File: src/rtl/hmc_bitslip_pkg.sv
// Shared types and default constants for the HMC deserializer word-alignment sequencer.
package hmc_bitslip_pkg;

  typedef enum logic [2:0] {
    IDLE,
    CHECK,
    SLIP,
    HOLD,
    LOCKED,
    FAIL
  } bitslip_state_t;

  localparam logic [15:0] DEFAULT_ALIGN_PATTERN = 16'hC0F0;
  localparam int          DEFAULT_HOLDOFF       = 8;
  localparam int          DEFAULT_MATCH_CNT     = 4;

endpackage

File: src/rtl/hmc_bitslip_lane.sv
// One lane's alignment FSM: checks the word, pulses bit-slip with hold-off, reports lock/fail.
// Inverted-pattern detection is built in when HMC_BITSLIP_POLARITY_DETECT_EN is defined.
module hmc_bitslip_lane
  import hmc_bitslip_pkg::*;
#(
  parameter int                       LANE_WIDTH    = 32,
  parameter int                       PATTERN_WIDTH = 16,
  parameter logic [PATTERN_WIDTH-1:0] ALIGN_PATTERN = PATTERN_WIDTH'(DEFAULT_ALIGN_PATTERN),
  parameter int                       HOLDOFF       = DEFAULT_HOLDOFF,
  parameter int                       MATCH_CNT     = DEFAULT_MATCH_CNT,
  parameter int                       MAX_SLIPS     = 2 * LANE_WIDTH
) (
  input  logic                  clk_hmc,
  input  logic                  res_n,
  input  logic                  enable,
  input  logic [LANE_WIDTH-1:0] lane_word,
  output logic                  bit_slip,
  output logic                  locked,
  output logic                  fail,
  output logic                  polarity
);

  localparam int SLIP_W  = $clog2(MAX_SLIPS + 1);
  localparam int HOLD_W  = $clog2(HOLDOFF + 1);
  localparam int MATCH_W = $clog2(MATCH_CNT + 1);

  bitslip_state_t     state_q, state_d;
  logic [SLIP_W-1:0]  slip_cnt_q, slip_cnt_d;
  logic [HOLD_W-1:0]  hold_cnt_q, hold_cnt_d;
  logic [MATCH_W-1:0] match_cnt_q, match_cnt_d;
  logic [MATCH_W-1:0] inv_cnt_q, inv_cnt_d;
  logic               slip_q, slip_d, locked_q, locked_d, fail_q, fail_d, pol_q, pol_d;

  logic is_match, is_inv, match_last, inv_last, hold_last, budget_spent;

  if (LANE_WIDTH > PATTERN_WIDTH) begin : g_unused
    logic unused_hi;
    assign unused_hi = ^lane_word[LANE_WIDTH-1:PATTERN_WIDTH];
  end

  assign is_match = (lane_word[PATTERN_WIDTH-1:0] == ALIGN_PATTERN);
`ifdef HMC_BITSLIP_POLARITY_DETECT_EN
  assign is_inv   = (lane_word[PATTERN_WIDTH-1:0] == ~ALIGN_PATTERN);
`else
  assign is_inv   = 1'b0;
`endif

  assign match_last   = (match_cnt_q == MATCH_W'(MATCH_CNT - 1));
  assign inv_last     = (inv_cnt_q == MATCH_W'(MATCH_CNT - 1));
  assign hold_last    = (hold_cnt_q == HOLD_W'(HOLDOFF - 1));
  assign budget_spent = (slip_cnt_q == SLIP_W'(MAX_SLIPS));

  // NOTE: sequential state uses non-blocking assignments so every flop samples pre-edge values.
  always_ff @(posedge clk_hmc or negedge res_n) begin
    if (!res_n) state_q <= IDLE;
    else        state_q <= state_d;
  end

  always_comb begin
    // NOTE: default first so no path through the case leaves state_d unassigned (no latch).
    state_d = state_q;
    if (!enable) begin
      state_d = IDLE;
    end else begin
      unique case (state_q)
        IDLE:  state_d = CHECK;
        CHECK: begin
          if ((is_match && match_last) || (is_inv && inv_last)) state_d = LOCKED;
          else if (!is_match && !is_inv) state_d = budget_spent ? FAIL : SLIP;
        end
        SLIP:  state_d = HOLD;
        HOLD:  if (hold_last) state_d = CHECK;
        default: ;
      endcase
    end
  end

  always_comb begin
    slip_cnt_d  = slip_cnt_q;
    match_cnt_d = match_cnt_q;
    inv_cnt_d   = inv_cnt_q;
    hold_cnt_d  = '0;
    if (!enable || state_q == IDLE) begin
      slip_cnt_d  = '0;
      match_cnt_d = '0;
      inv_cnt_d   = '0;
    end else begin
      unique case (state_q)
        CHECK: begin
          match_cnt_d = is_match ? match_cnt_q + MATCH_W'(1) : '0;
          inv_cnt_d   = is_inv ? inv_cnt_q + MATCH_W'(1) : '0;
        end
        SLIP:  slip_cnt_d = slip_cnt_q + SLIP_W'(1);
        HOLD:  hold_cnt_d = hold_last ? '0 : hold_cnt_q + HOLD_W'(1);
        default: ;
      endcase
    end
  end

  // Outputs are decoded from the next state so they line up with the state they describe.
  always_comb begin
    slip_d   = (state_d == SLIP);
    locked_d = (state_d == LOCKED);
    fail_d   = (state_d == FAIL);
    pol_d    = (state_d == LOCKED) && (pol_q || (state_q == CHECK && is_inv));
  end

  always_ff @(posedge clk_hmc or negedge res_n) begin
    if (!res_n) begin
      slip_cnt_q  <= '0;
      hold_cnt_q  <= '0;
      match_cnt_q <= '0;
      inv_cnt_q   <= '0;
      slip_q      <= 1'b0;
      locked_q    <= 1'b0;
      fail_q      <= 1'b0;
      pol_q       <= 1'b0;
    end else begin
      slip_cnt_q  <= slip_cnt_d;
      hold_cnt_q  <= hold_cnt_d;
      match_cnt_q <= match_cnt_d;
      inv_cnt_q   <= inv_cnt_d;
      slip_q      <= slip_d;
      locked_q    <= locked_d;
      fail_q      <= fail_d;
      pol_q       <= pol_d;
    end
  end

  assign bit_slip = slip_q;
  assign locked   = locked_q;
  assign fail     = fail_q;
  assign polarity = pol_q;

endmodule

File: src/rtl/hmc_bitslip_ctrl.sv
// Per-lane bit-slip alignment sequencer for the HMC deserializer bank, with aggregate status.
// Optional inverted-lane detection: define HMC_BITSLIP_POLARITY_DETECT_EN.
module hmc_bitslip_ctrl
  import hmc_bitslip_pkg::*;
#(
  parameter int                       NUM_LANES     = 16,
  parameter int                       LANE_WIDTH    = 32,
  parameter int                       PATTERN_WIDTH = 16,
  parameter logic [PATTERN_WIDTH-1:0] ALIGN_PATTERN = PATTERN_WIDTH'(DEFAULT_ALIGN_PATTERN),
  parameter int                       HOLDOFF       = DEFAULT_HOLDOFF,
  parameter int                       MATCH_CNT     = DEFAULT_MATCH_CNT,
  parameter int                       MAX_SLIPS     = 2 * LANE_WIDTH
) (
  input  logic                            clk_hmc,
  input  logic                            res_n,
  input  logic                            enable,
  input  logic [NUM_LANES*LANE_WIDTH-1:0] from_deserializers,
  output logic [NUM_LANES-1:0]            phy_bit_slip,
  output logic [NUM_LANES-1:0]            lane_locked,
  output logic [NUM_LANES-1:0]            lane_fail,
  output logic [NUM_LANES-1:0]            lane_polarity,
  output logic                            all_locked,
  output logic                            any_fail
);

  logic all_locked_q, any_fail_q;

  for (genvar g = 0; g < NUM_LANES; g++) begin : g_lane
    hmc_bitslip_lane #(
      .LANE_WIDTH   (LANE_WIDTH),
      .PATTERN_WIDTH(PATTERN_WIDTH),
      .ALIGN_PATTERN(ALIGN_PATTERN),
      .HOLDOFF      (HOLDOFF),
      .MATCH_CNT    (MATCH_CNT),
      .MAX_SLIPS    (MAX_SLIPS)
    ) u_lane (
      .clk_hmc  (clk_hmc),
      .res_n    (res_n),
      .enable   (enable),
      .lane_word(from_deserializers[g*LANE_WIDTH +: LANE_WIDTH]),
      .bit_slip (phy_bit_slip[g]),
      .locked   (lane_locked[g]),
      .fail     (lane_fail[g]),
      .polarity (lane_polarity[g])
    );
  end

  // Aggregates are taken from the registered lane flags, so they trail them by one cycle.
  always_ff @(posedge clk_hmc or negedge res_n) begin
    if (!res_n) begin
      all_locked_q <= 1'b0;
      any_fail_q   <= 1'b0;
    end else begin
      all_locked_q <= &lane_locked;
      any_fail_q   <= |lane_fail;
    end
  end

  assign all_locked = all_locked_q;
  assign any_fail   = any_fail_q;

endmodule
File: config.mk
export PLATFORM = sky130hd
export DESIGN_NAME = hmc_bitslip_ctrl
export DESIGN_NICKNAME = d
export VERILOG_FILES = /design/src/rtl/hmc_bitslip_pkg.sv /design/src/rtl/hmc_bitslip_lane.sv /design/src/rtl/hmc_bitslip_ctrl.sv
export SDC_FILE = /design/constraint.sdc
export NUM_CORES = 1
export LEC_CHECK = 0
export BUFFER_PORTS_ARGS = -buffer_cell sky130_fd_sc_hd__buf_2
export CORE_MARGIN = 2
export CORE_UTILIZATION = 35
export CTS_BUF_LIST = sky130_fd_sc_hd__clkbuf_4
export DETAILED_ROUTE_END_ITERATION = 8
export PLACE_DENSITY = 0.57
export SETUP_SLACK_MARGIN = 0.4
export SLEW_MARGIN = 30
export SYNTH_ARGS = -nofsm -noshare
export SYNTH_HDL_FRONTEND = slang
export SYNTH_SLANG_ARGS = --single-unit
File: constraint.sdc
create_clock -name clk_hmc -period 4.25 [get_ports clk_hmc]
set_input_delay 0.425 -clock clk_hmc [delete_from_list [all_inputs] [get_ports clk_hmc]]
set_output_delay 0.425 -clock clk_hmc [all_outputs]
set_load 0.03 [all_outputs]
==> Yosys cells after proc, flatten, opt, wreduce, memory -nomap -nowiden <==
Index checks and enable logic that the tools add are counted.
{ "word_totals": {"reg_bits": 338, "latch_bits": 0, "mem_bits_rw": 0, "mem_bits_ro": 0, "in_bits": 515, "output_inout_bits": 66, "wordCells": 661, "memories": 0} }
{ "classes": {"add_sub_neg": 48, "n_mul": 0, "n_div": 0, "n_lt_le_gt_ge": 0, "n_eq_ne": 160, "shift": 0, "muxes": 224, "bitwise_logic": 0, "reduce_logical": 99} }
{ "op_table": {"columns": ["op", "n"], "rows": [
  ["two-way mux 3 bit", 128],
  ["equality test 16 bit (second input constant)", 16],
  ["two-way mux 7 bit", 32],
  ["equality test 3 x 2 -> 1 bit (second input constant)", 64],
  ["two-way mux 4 bit", 48],
  ["case mux 3 bit (4 select lines)", 16],
  ["adder 7 x 1 -> 7 bit (second input constant)", 16],
  ["equality test 7 bit (second input constant)", 16],
  ["equality test 3 bit (second input constant)", 32],
  ["adder 4 x 1 -> 4 bit (second input constant)", 16],
  ["equality test 4 x 3 -> 1 bit (second input constant)", 16],
  ["nonzero test 2 bit", 32],
  ["adder 3 x 1 -> 3 bit (second input constant)", 16],
  ["equality test 3 x 1 -> 1 bit (second input constant)", 16],
  ["logical NOT 3 bit", 16],
  ["logical AND 1 bit", 32],
  ["logical OR 1 bit", 16],
  ["AND reduction 16 bit", 1],
  ["OR reduction 16 bit", 1],
  ["logical NOT 1 bit", 1]
]} }

==> Longest topological paths before layout <==
{ "logic_depth": {"depth_word": 8, "depth_mapped": 7, "ltp_nobuf": 7} }

==> By module <==
Synthesis repeated with hierarchy kept, for this count alone.
{ "unflattened": {"cells_unflattened": 1665, "area_unflattened_um2": 17320.4} }
{ "modules_own_cells": {"columns": ["mod", "n_inst", "cells_per_inst", "area_per_inst_um2", "seq_area_each_um2"], "rows": [
  ["hmc_bitslip_lane at g_lane[10].u_lane ...", 14, 103, 1074.8, 525.5],
  ["hmc_bitslip_lane at g_lane[0].u_lane", 1, 107, 1079.8, 525.5],
  ["hmc_bitslip_lane at g_lane[9].u_lane", 1, 104, 1074.8, 525.5],
  ["hmc_bitslip_ctrl", 1, 12, 118.9, 50.0]
]} }

==> Worst setup path before layout <==
No wires, ideal clock.
{ "synth_timing": {"kind": "input port to flip-flop", "start": "in from_deserializers[457]", "end": "reg g_lane[14].u_lane.fail_q", "setup_time_ps": 120, "t_arrival_ps": 2017, "required_time_ps": 4130, "slack_ps": 2114, "cell_stages": 5, "n_path_buf": 0, "path_cell_list": "or4b_4 -> nor4_4 -> nor4_1 -> or3_4 -> and3_1"} }
{ "synth_between": {"elab_chain_cells": 6, "word_cells_on_any_way": 7, "classes_between": "eq/ne (2); mux (4); reduce/logical (1)"} }
{ "synth_lines": {"columns": ["item", "line_no", "source"], "rows": [
  ["start, declared", "hmc_bitslip_ctrl.sv:17", "input logic [NUM_LANES*LANE_WIDTH-1:0] from_deserializers,"],
  ["equality test 16 bit *", "hmc_bitslip_lane.sv:41", "assign is_match = (lane_word[PATTERN_WIDTH-1:0] == ALIGN_PATTERN);"],
  ["two-way mux 3 bit or logical AND 1 bit (tied branches)", "hmc_bitslip_lane.sv:69, hmc_bitslip_lane.sv:68", null],
  ["two-way mux 3 bit *", "hmc_bitslip_lane.sv:68", "if ((is_match && match_last) || (is_inv && inv_last)) state_d = LOCKED;"],
  ["case mux 3 bit (4 select lines) *", "hmc_bitslip_lane.sv:65", "unique case (state_q)"],
  ["two-way mux 3 bit *", "hmc_bitslip_lane.sv:62", "if (!enable) begin"],
  ["net g_lane[14].u_lane.state_d[2]", "hmc_bitslip_lane.sv:27", "bitslip_state_t state_q, state_d;"],
  ["equality test 3 bit *", "hmc_bitslip_lane.sv:104", "fail_d = (state_d == FAIL);"],
  ["net g_lane[14].u_lane.fail_d", "hmc_bitslip_lane.sv:32", "logic slip_q, slip_d, locked_q, locked_d, fail_q, fail_d, pol_q, pol_d;"],
  ["end signal, assigned", "hmc_bitslip_lane.sv:125", "fail_q <= fail_d;"],
  ["end, declared", "hmc_bitslip_lane.sv:32", null]
]} }
The timed path passes the listed nets; every way through them passes the cells marked *.
A chain may end at the register's enable or synchronous reset.

==> Final worst setup path <==
{ "layout_timing": {"start": "reg g_lane[12].u_lane.slip_cnt_q[3]", "end": "reg g_lane[12].u_lane.slip_q"} }
{ "layout_between": {"elab_chain_cells": 7} }
{ "layout_lines": {"columns": ["item", "line_no", "source"], "rows": [
  ["start, declared", "hmc_bitslip_lane.sv:28", "logic [SLIP_W-1:0] slip_cnt_q, slip_cnt_d;"],
  ["start signal, assigned", "hmc_bitslip_lane.sv:119", "slip_cnt_q <= slip_cnt_d;"],
  ["equality test 7 bit", "hmc_bitslip_lane.sv:51", "assign budget_spent = (slip_cnt_q == SLIP_W'(MAX_SLIPS));"],
  ["two-way mux 3 bit (2 in a row)", "hmc_bitslip_lane.sv:69", "else if (!is_match && !is_inv) state_d = budget_spent ? FAIL : SLIP;"],
  ["two-way mux 3 bit", "hmc_bitslip_lane.sv:68", null],
  ["case mux 3 bit (4 select lines)", "hmc_bitslip_lane.sv:65", null],
  ["two-way mux 3 bit", "hmc_bitslip_lane.sv:62", null],
  ["net g_lane[12].u_lane.state_d[0]", "hmc_bitslip_lane.sv:27", null],
  ["equality test 3 x 2 -> 1 bit", "hmc_bitslip_lane.sv:102", "slip_d = (state_d == SLIP);"],
  ["net g_lane[12].u_lane.slip_d", "hmc_bitslip_lane.sv:32", null],
  ["end signal, assigned", "hmc_bitslip_lane.sv:123", "slip_q <= slip_d;"],
  ["end, declared", "hmc_bitslip_lane.sv:32", null]
]} }
The timed path passes the listed nets, and every way through them passes these cells.

==> metrics.yaml <==
drt:
  final_antenna_net_count: 0
  route.met3.wl_um: 2659
  detail_route.wl_per_cell_um: 13.86
  avgViaCountPerCell: 4.927
  via_count: 14220
  post_route_wl_um: 40010
  wl_met1_um: 18640
  dr.first_iter.drc_count: 765
  detail_route.first_pass.iterations: 5
  highest-signal-layer: "met4"
  route.detailed.drc: 0
  wl_met2_um: 17930
logic_synthesis:
  synth-seq-area-share_pct: 48.18
  synth_edf_count: 0
  postSynthAreaPerCell_um2: 9.589
  most_used_flip_flop_cell_after_synthesis: "sky130_fd_sc_hd__dfrtp_1"
  synth_seq_cells: 338
  syn_inst: 1831
  yosysWarnings: 0
  postSynth.asyncResetShare_pct: 100.0
  post_synth_num_cell_types: 58
  syn_nets: 2426
  netlist_area_before_placement_um2: 17560
timing:
  fin_skew_ns: 0.02239
  rsz0062_at_grt: "no"
  timing.setup.tns_ns: 0
  min_period_ns: 2.080
  layout_worst_path_cycle_share_pct: 48.93
  hold_fails_final_rpt: 0
  achievable-frequency_mhz: 480.9
  pins_over_their_slew_limit: 0
  slew_headroom_pct: 41.27
  setup-violations-final: 0
  tightest_slew_ns: 0.8790
cells_and_area:
  syn2layout_area_growth_pct: 17.70
  n_fill_cell: 5016
  nets: 2742
  multiInputGateArea_um2: 8065
  final_cell_mix: "sky130_fd_sc_hd__dfrtp_1 (338), sky130_fd_sc_hd__buf_2 (322), sky130_fd_sc_hd__nor2_1 (247), sky130_fd_sc_hd__nand2_1 (124), sky130_fd_sc_hd__clkbuf_4 (124)"
  layout_commonest_cell: "sky130_fd_sc_hd__dfrtp_1"
  register_area_um2: 8458
  drive_above_1_share_pct: 23.17
  design_area_um2: 20660
power_and_ir_drop:
  power_per_cell_area_nw_per_um2: 331.8
  peak_supply_drop_uv: 208.2
  static-leakage-power_uw: 0.009719
run_status:
  outcome: "finished, final reports clean"
grt:
  first_global_vias: 14289
  grt_usage_pct: 15.48
  grt_first_pass_wirelength_um: 67490
  grt_start_max_net_pins: 115
  initial_antenna_violation_count: 2
  grt.overflow.total: 0
cts:
  cts-root-to-sink-buffers: 3
  cts.htree.levels: 3
  post_cts_resized: 0
  clock_tree_from_tritoncts: "built"
  clkSlewWorstSetupHoldPaths_ns: 0.06
  cts.root.buffer_cell: "sky130_fd_sc_hd__clkbuf_4"
  number_of_buffers_inserted_by_post_cts_setup_repair: 0
  number_of_buffers_created_by_cts: 90
  clock_tree_sinks: 338
  clock_insertion_delay_at_the_later_pin_of_the_skew_report_ns: 0.79
placed_design:
  place.gp.congestion: 0.7920
  buffer_ports.inserted: 324
  place_hpwl_um: 28180
  placed_cell_area_um2: 19480
floorplan:
  dieWidth_um: 228.0
  initial_core_util_pct: 35.21
  boundaryPins: 581
  core.rowCount: 82
  fp.dieH_um: 228.0
  dieArea_um2: 51970
  core-area_um2: 49860
worst_setup_path:
  worst_path_most_repeated_cell: "sky130_fd_sc_hd__nand3_1"
  setup.worst_path.class: "reg2reg"
  timing.critical_path.from_type: "register"
  critPathCaptureType: "register"
  crit_chain: "nor4_1 -> nand3_1 -> nand3_1 -> nor3b_1 -> and3b_1"
  arrival_ns: 2.75
  worst-path-max-fanout: 6
  worst_path_max_delay_cell: "sky130_fd_sc_hd__nor3b_1"
  worst_ep_required_time_ns: 4.92
  cp_slowest_stage_delay_ns: 0.56
worst_hold_path:
  hold_path_class: "in2reg"
job:
  cap_viol_max_count: 0
[worst max-delay path, delay by kind of cell, from the launching register on]
kind	cells	cell delay, ns
AND/OR/NAND/NOR	5	1.54
flip-flops	1	0.43
[stage by stage]
stage / cells / hold slack [ns] / utilization (%) / total power [uW] / worst slack [ns]
2_1_floorplan: 1831 / 0.1294 / - / 3765 / 2.114
3_3_place_gp: 2725 / 0.4549 / 39.07 / 4029 / 1.699
3_5_place_dp: 2725 / 0.4605 / 39.07 / 4044 / 1.640
4_1_cts: 2881 / 0.004925 / 41.36 / 7009 / 2.176
5_1_grt: 2886 / 0.007408 / 41.44 / 7268 / 1.920
6_report: 2886 / 0.08689 / 41.44 / 6857 / 2.170
[timing repair]
action,CTS,global route
hold endpoints to repair,110,0
hold buffers,1,0
endpoints found under the setup margin,0,0
[sequential cells by signal, indices dropped and copies added, names as in the netlist]
register	flops
all_locked	1
any_fail	1
g_lane.u_lane.bit_slip	16
g_lane.u_lane.fail	16
g_lane.u_lane.hold_cnt_q	64
g_lane.u_lane.locked	16
g_lane.u_lane.match_cnt_q	48
g_lane.u_lane.polarity	16
g_lane.u_lane.slip_cnt_q	112
g_lane.u_lane.state_q	48
[logic make-up after synthesis]
kind of cell	after synthesis	share of synthesized area [%]
AO/OA/AOI/OAI	259	8.687
buffers and inverters	213	5.922
flip-flops	338	48.18
AND/OR/NAND/NOR	831	25.69
XOR/XNOR	78	3.891
multiplexers	32	1.931
adder cells (fa/ha/maj)	80	5.701
[path summary, 6_finish.rpt]
| check | from | end | slack, ns | cells after the start |
|---|---|---|---|---|
| hold reg to reg | g_lane[0].u_lane.hold_cnt_q[0] | g_lane[0].u_lane.hold_cnt_q[0] | 0.46 | 1 |
| max in group asynchronous | res_n | g_lane[10].u_lane.hold_cnt_q[3] | 2.97 | 4 |
| setup / recovery | g_lane[12].u_lane.slip_cnt_q[3] | g_lane[12].u_lane.bit_slip | 2.17 | 5 |
| min in group asynchronous | res_n | g_lane[14].u_lane.slip_cnt_q[2] | 0.11 | 2 |
| hold / removal | from_deserializers[459] | g_lane[14].u_lane.match_cnt_q[2] | 0.09 | 5 |
| setup reg to reg | g_lane[12].u_lane.slip_cnt_q[3] | g_lane[12].u_lane.bit_slip | 2.17 | 5 |
[cells in the mapped netlist (20+ instances only)]
| cell type | count | area, um^2 |
|---|---|---|
| sky130_fd_sc_hd__o21ai_0 | 87 | 435.4 |
| sky130_fd_sc_hd__xnor2_1 | 40 | 350.3 |
| sky130_fd_sc_hd__nor3_1 | 60 | 300.3 |
| sky130_fd_sc_hd__nor4_1 | 23 | 143.9 |
| sky130_fd_sc_hd__dfrtp_1 | 338 | 8458 |
| sky130_fd_sc_hd__xor2_1 | 38 | 332.8 |
| sky130_fd_sc_hd__inv_1 | 105 | 394.1 |
| sky130_fd_sc_hd__nand4_1 | 60 | 375.4 |
| sky130_fd_sc_hd__and3b_1 | 20 | 175.2 |
| sky130_fd_sc_hd__and3_1 | 20 | 125.1 |
| sky130_fd_sc_hd__nand2_1 | 124 | 465.5 |
| sky130_fd_sc_hd__nor3b_1 | 49 | 367.9 |
| sky130_fd_sc_hd__nor2_1 | 247 | 927.1 |
| sky130_fd_sc_hd__buf_4 | 64 | 480.5 |
| sky130_fd_sc_hd__ha_1 | 80 | 1001 |
| sky130_fd_sc_hd__clkbuf_1 | 34 | 127.6 |
| sky130_fd_sc_hd__a21oi_1 | 93 | 465.5 |
| sky130_fd_sc_hd__nor4b_1 | 56 | 490.5 |
| sky130_fd_sc_hd__nand3_1 | 75 | 375.4 |
[power breakdown]
group	internal, uW	switching (uW)	leakage, uW	total (uW)
clock network	1520	1350	0.000669	2870
registers	3280	87.0	0.00467	3370
logic	243	373	0.00438	616
[layout make-up]
type                    instances  area share (%)
diodes                          4         0.04844
inverters                     105           1.907
repair buffers                332           8.549
well taps                     672           4.069
flip-flops and latches        338           40.93
multi-input cells            1280           39.03
clock buffers                 124           4.505
clock inverters                31          0.9627
[per-layer routing]
| layer | up-vias | track usage (%) |
|---|---|---|
| met3 | 66 | 4.738 |
| li1 | 7081 | - |
| met5 | - | 0 |
| met2 | 351 | 24.50 |
| met1 | 6722 | 20.31 |
| met4 | 0 | 4.779 |
Power figures use the tool's default switching activity.
